--- config.mk ---
export PLATFORM = sky130hd
export DESIGN_NAME = mage_onehot_accum_flat
export DESIGN_NICKNAME = d
export VERILOG_FILES = /design/src/rtl/mage_onehot_accum_if.sv /design/src/rtl/mage_onehot_accum.sv /design/src/flat_wrapper.sv
export SDC_FILE = /design/constraint.sdc
export NUM_CORES = 1
export LEC_CHECK = 0
export BUFFER_PORTS_ARGS = -buffer_cell sky130_fd_sc_hd__buf_2
export CAP_MARGIN = 10
export CORE_MARGIN = 4
export CORE_UTILIZATION = 45
export CTS_CLUSTER_DIAMETER = 50
export DETAILED_ROUTE_END_ITERATION = 8
export GPL_ROUTABILITY_DRIVEN = 0
export PLACE_DENSITY = 0.7
export SETUP_SLACK_MARGIN = 0.15
export SLEW_MARGIN = 10
export SYNTH_ARGS = -nofsm -noshare
export SYNTH_HDL_FRONTEND = slang
export SYNTH_SLANG_ARGS = --single-unit
--- constraint.sdc ---
create_clock -name clk_i -period 3.95 [get_ports clk_i]
set_input_delay 0.395 -clock clk_i [delete_from_list [all_inputs] [get_ports clk_i]]
set_output_delay 0.395 -clock clk_i [all_outputs]
set_load 0.01 [all_outputs]
--- src/rtl/mage_onehot_accum_if.sv ---
// Handshake/bus bundle for mage_onehot_accum: index stream in, completed mask out.
// Signal suffixes are named from the accumulator's point of view.
interface mage_onehot_accum_if #(
   parameter int LEN = 32
);
   localparam int IDXW = $clog2(LEN);
   localparam int CNTW = $clog2(LEN + 1);

   logic            idx_valid_i;
   logic            idx_ready_o;
   logic [IDXW-1:0] idx_i;
   logic            idx_last_i;
   logic            mask_valid_o;
   logic            mask_ready_i;
   logic [LEN-1:0]  mask_o;
   logic [CNTW-1:0] count_o;
   logic            empty_o;
   logic            oor_o;
   logic            dup_o;

   modport slave (
      input  idx_valid_i, idx_i, idx_last_i, mask_ready_i,
      output idx_ready_o, mask_valid_o, mask_o, count_o, empty_o, oor_o, dup_o
   );

   modport master (
      output idx_valid_i, idx_i, idx_last_i, mask_ready_i,
      input  idx_ready_o, mask_valid_o, mask_o, count_o, empty_o, oor_o, dup_o
   );
endinterface

--- src/rtl/mage_onehot_accum.sv ---
// Index-to-mask accumulator: ORs one-hot decoded indices into a LEN-bit mask per frame.
// Optional duplicate-index detection is built when MAGE_ONEHOT_ACCUM_DUP_DETECT_EN is defined.
module mage_onehot_accum #(
   parameter int LEN = 32
) (
   input logic                  clk_i,
   input logic                  rst_i,
   input logic                  clear_i,
   mage_onehot_accum_if.slave   bus
);
   localparam int CNTW = $clog2(LEN + 1);

   typedef enum logic {ACCUM, HOLD} state_t;

   state_t          state_q, state_d;
   logic [LEN-1:0]  mask_q, mask_d;
   logic [CNTW-1:0] count_q, count_d;
   logic            oor_q, oor_d;
   logic [LEN-1:0]  onehot;
   logic            hit;
   logic            idx_fire;
   logic            mask_fire;

   // An index >= LEN shifts the single one out of range, so onehot == 0 flags it.
   assign onehot    = {{(LEN-1){1'b0}}, 1'b1} << bus.idx_i;
   assign hit       = |(mask_q & onehot);
   assign idx_fire  = (state_q == ACCUM) & bus.idx_valid_i;
   assign mask_fire = (state_q == HOLD) & bus.mask_ready_i;

`ifdef MAGE_ONEHOT_ACCUM_DUP_DETECT_EN
   logic dup_q, dup_d;
`endif

   // NOTE: every next-state signal takes its held value first so no path leaves it unassigned (no latch).
   always_comb begin
      state_d = state_q;
      mask_d  = mask_q;
      count_d = count_q;
      oor_d   = oor_q;
`ifdef MAGE_ONEHOT_ACCUM_DUP_DETECT_EN
      dup_d   = dup_q;
`endif
      if (idx_fire) begin
         if (onehot == '0) begin
            oor_d = 1'b1;
         end else if (!hit) begin
            mask_d  = mask_q | onehot;
            count_d = count_q + CNTW'(1);
         end
`ifdef MAGE_ONEHOT_ACCUM_DUP_DETECT_EN
         else begin
            dup_d = 1'b1;
         end
`endif
         if (bus.idx_last_i) state_d = HOLD;
      end
      // Abort and mask handoff both return to an empty frame; clear also drops a same-cycle beat.
      if (clear_i || mask_fire) begin
         state_d = ACCUM;
         mask_d  = '0;
         count_d = '0;
         oor_d   = 1'b0;
`ifdef MAGE_ONEHOT_ACCUM_DUP_DETECT_EN
         dup_d   = 1'b0;
`endif
      end
   end

   // NOTE: state registers use non-blocking assignments so all of them update from pre-edge values.
   always_ff @(posedge clk_i) begin
      if (rst_i) begin
         state_q <= ACCUM;
         mask_q  <= '0;
         count_q <= '0;
         oor_q   <= 1'b0;
`ifdef MAGE_ONEHOT_ACCUM_DUP_DETECT_EN
         dup_q   <= 1'b0;
`endif
      end else begin
         state_q <= state_d;
         mask_q  <= mask_d;
         count_q <= count_d;
         oor_q   <= oor_d;
`ifdef MAGE_ONEHOT_ACCUM_DUP_DETECT_EN
         dup_q   <= dup_d;
`endif
      end
   end

   assign bus.idx_ready_o  = (state_q == ACCUM);
   assign bus.mask_valid_o = (state_q == HOLD);
   assign bus.mask_o       = mask_q;
   assign bus.count_o      = count_q;
   assign bus.empty_o      = ~|mask_q;
   assign bus.oor_o        = oor_q;
`ifdef MAGE_ONEHOT_ACCUM_DUP_DETECT_EN
   assign bus.dup_o        = dup_q;
`else
   assign bus.dup_o        = 1'b0;
`endif
endmodule

--- src/flat_wrapper.sv ---
// flat-port wrapper written by rule: the top's interface ports become plain ports
module mage_onehot_accum_flat 
#(
   parameter int LEN = 32
)
  (clk_i, rst_i, clear_i, bus_idx_valid_i, bus_idx_i, bus_idx_last_i, bus_mask_ready_i, bus_idx_ready_o, bus_mask_valid_o, bus_mask_o, bus_count_o, bus_empty_o, bus_oor_o, bus_dup_o);
  mage_onehot_accum_if #(.LEN(LEN)) bus_i ();
  input logic clk_i;
  input logic rst_i;
  input logic clear_i;
  input wire logic [$bits(bus_i.idx_valid_i)-1:0] bus_idx_valid_i;
  input wire logic [$bits(bus_i.idx_i)-1:0] bus_idx_i;
  input wire logic [$bits(bus_i.idx_last_i)-1:0] bus_idx_last_i;
  input wire logic [$bits(bus_i.mask_ready_i)-1:0] bus_mask_ready_i;
  output wire logic [$bits(bus_i.idx_ready_o)-1:0] bus_idx_ready_o;
  output wire logic [$bits(bus_i.mask_valid_o)-1:0] bus_mask_valid_o;
  output wire logic [$bits(bus_i.mask_o)-1:0] bus_mask_o;
  output wire logic [$bits(bus_i.count_o)-1:0] bus_count_o;
  output wire logic [$bits(bus_i.empty_o)-1:0] bus_empty_o;
  output wire logic [$bits(bus_i.oor_o)-1:0] bus_oor_o;
  output wire logic [$bits(bus_i.dup_o)-1:0] bus_dup_o;
  assign bus_i.idx_valid_i = bus_idx_valid_i;
  assign bus_i.idx_i = bus_idx_i;
  assign bus_i.idx_last_i = bus_idx_last_i;
  assign bus_i.mask_ready_i = bus_mask_ready_i;
  assign bus_idx_ready_o = bus_i.idx_ready_o;
  assign bus_mask_valid_o = bus_i.mask_valid_o;
  assign bus_mask_o = bus_i.mask_o;
  assign bus_count_o = bus_i.count_o;
  assign bus_empty_o = bus_i.empty_o;
  assign bus_oor_o = bus_i.oor_o;
  assign bus_dup_o = bus_i.dup_o;
  mage_onehot_accum #(.LEN(LEN)) u_core (.clk_i(clk_i), .rst_i(rst_i), .clear_i(clear_i), .bus(bus_i));
endmodule
==> results.yml <==
status:
  status: "completed"
grt:
  grt_overflow: 0
  grt_max_degree: 37
  first_global_vias: 1899
  grt_first_pass_wirelength_mm: 9.78
  antenna_found_initial: 0
  grt_usage: 0.204
sta:
  period_share: 0.586
  skew_ns: 0.00849
  maxSlewViolCount: 0
  postLayoutSetupSlackWorst_ns: 1.63
  setup_viol: 0
  worst_pin_slew_ns: 0.671
  rsz0062_at_grt: "no"
  max_freq_ghz: 0.432
  setup-tns-final_ns: 0
  layout_min_cycle_time_ns: 2.32
  relSlewSlack: 0.549
  hold_viol: 0
cts:
  cts_tree: "yes"
  insertion_delay_ns: 0.29
  ctsHtreeMaxLevel: 2
  cts_max_path_buffers: 2
  post_cts.repair.setup_buffers: 0
  clockRootBuffer: "clkbuf_8"
  hold_buffers: 0
  post_cts_resized: 0
  cts.clk_slew.worst_paths_ns: 0.08
  clock_sinks: 40
  cts_buffers: 5
floorplanning:
  coreArea_sq_mm: 0.00444
  die_x_um: 76.4
  die_h_um: 76.4
  initial_core_util: 0.474
  io_pins: 54
  die_area_sq_mm: 0.00583
  row_count: 24
logic_synthesis:
  mappedNetlistArea_sq_mm: 0.00210
  seq_area_frac_synth: 0.380
  netlist.area_leader.share: 0.380
  netlist_instances: 246
  synth_edf_count: 0
  synth_nets: 258
  yosysTopAreaCell: "dfxtp_1"
  async_flop_share: 0
  syn_area_per_cell_sq_um: 8.55
  yosys-top-cells-area: "dfxtp_1 38%, nand2_1 6.4%, o31ai_2 5.9%"
  ys_types: 48
  yosysWarnings: 0
  synth_top_flop_cell: "dfxtp_1"
  ys_ff_latch: 40
detailed_routing:
  drtIter0Drc: 275
  vias: 2069
  vias_per_cell: 6.05
  wl_met3_um: 527
  wl_per_cell_um: 17.0
  wl_mm: 5.81
  met2_length_mm: 2.67
  wl_met1_mm: 2.54
  drt.antenna.violating_nets: 0
  dr.pass1.iters: 5
  drc: 0
  highest_layer: "met4"
setup_path:
  critical_path.max_stage_delay_ns: 0.36
  startpoint_type: "primary input"
  cp_data_arrival_time_ns: 2.53
  cp_slowest_cell: "mux2_1"
  crit_buf_inv: 1
  worstSetupPathType: "primary input to flip-flop"
  end_kind: "flip-flop"
  crit_fanout: 26
  required_ns: 4.16
  rrSetupSlack_ns: 1.83
  crit_family: "compound AO/OA/AOI/OAI gates"
  path_cells: "buf_2 > mux2_1 > a211o_1 > a211oi_2 > o22ai_1 > nor4_1 > mux2i_1"
placed_design:
  io_buffers: 52
  dp_slack_ns: 1.38
  dp_hpwl_mm: 4.21
  dp.cells: 334
finish:
  drive_gt1_frac: 0.283
  layoutNonFillerInstCount: 342
  diodes: 0
  layout.nets: 301
  area_growth_pct: 18.1
  fin_util: 0.559
  fill_cells: 423
job:
  cap_viol_max_count: 0
power_and_ir_drop:
  power.share.sequential: 0.480
  leakage_nw: 0.987
  p_per_area_mw_per_mm2: 342
  switching_share: 0.234
  ir_drop_v: 0.000163
  p_int_mw: 0.651
  pwr-share-comb: 0.096
  switchingPower_mw: 0.199
  p_clk_frac: 0.424
hold_path:
  min_path_type: "primary input to flip-flop"
[per-layer routing]
layer / track usage / vias to the layer above
met3: 0.0485 / 8
met1: 0.281 / 964
met2: 0.317 / 96
met4: 0.0616 / 0
met5: 0 / -
li1: - / 1001
[cell families after synthesis]
family                     after synthesis  synth area share
and+or+nand+nor                        117             0.303
AOI/OAI and AO/OA                       58             0.219
DFF                                     40             0.381
buffers and inverters                   21            0.0505
muxes                                    8            0.0386
adders and majority gates                1           0.00594
other                                    1           0.00178
[cell usage after synthesis (all sizes together), types with 3 or more instances]
| library cell | number |
|---|---|
| nand3b | 8 |
| nand2 | 37 |
| dfxtp | 40 |
| nand4 | 3 |
| o21ai | 11 |
| mux2i | 7 |
| a21oi | 6 |
| nor2 | 14 |
| buf | 11 |
| nand3 | 15 |
| a211oi | 5 |
| inv | 4 |
| o31ai | 16 |
| nor4 | 12 |
| or3b | 5 |
| clkbuf | 6 |
| a41oi | 6 |
| nand2b | 9 |
[cells in the final DEF, fill, tap and decap left out, types with 3 or more instances in the layout]
cell type  count
a211oi_1       3
a21oi_1        6
a41oi_1        6
buf_2         52
clkbuf_8       7
dfxtp_1       40
inv_1          4
mux2i_1        7
nand2_1       36
nand2b_1       9
nand3_1       15
nand3b_1       8
nand4_1        3
nor2_1        14
nor4_1        11
o21ai_0       11
o31ai_1        6
o31ai_2       10
or3b_2         3
[cell type report]
class | count | area [sq um] | share of cell area
Clock inverter | 1 | 30.0 | 0.0121
Sequential cell | 40 | 801 | 0.322
Timing Repair Buffer | 53 | 268 | 0.108
Clock buffer | 7 | 96.3 | 0.0388
Inverter | 4 | 15.0 | 0.00604
Tap cell | 52 | 65.1 | 0.0262
Multi-Input combinational cell | 185 | 1210 | 0.487
[path summary, 6_finish.rpt]
path | start | endpoint | depth (start not counted)
worst max register to register | u_core.bus.mask_o[26] | u_core.bus.count_o[5] | 6
worst max-delay path | bus_idx_i[1] | u_core.bus.count_o[5] | 7
worst min register to register | u_core.bus.oor_o | u_core.bus.oor_o | 1
worst min-delay path | bus_idx_last_i | u_core.bus.mask_valid_o | 3
[power groups by stage]
stage                     registers (mW)  logic (mW)  clock network (mW)
after floorplan                    0.418      0.0580                   0
after global placement             0.418      0.0798                   0
after detailed placement           0.418      0.0804                   0
after CTS                          0.408      0.0809               0.372
after global routing               0.409      0.0890               0.392
final                              0.408      0.0816               0.361
[per-stage QoR]
stage / power, mW / area [sq um] / hold slack [ns]
finish: 0.851 / 2480 / 0.331
global route: 0.890 / 2480 / 0.370
CTS: 0.861 / 2480 / 0.326
detailed placement: 0.498 / 2360 / 0.446
global placement: 0.498 / 2360 / 0.440
floorplan: 0.476 / 2100 / 0.486
[registers in the layout, indices dropped and copies added (netlist names)]
name and count:
u_core.bus.count_o 6, u_core.bus.mask_o 32, u_core.bus.mask_valid_o 1, u_core.bus.oor_o 1
[worst register-to-register path, stage by stage (launching register included)]
cell and delay (ns):
dfxtp_1 0.34, mux2_1 0.29, a211o_1 0.33, a211oi_2 0.32
o22ai_1 0.19, nor4_1 0.36, mux2i_1 0.22
(Power assumes the default switching activity.)
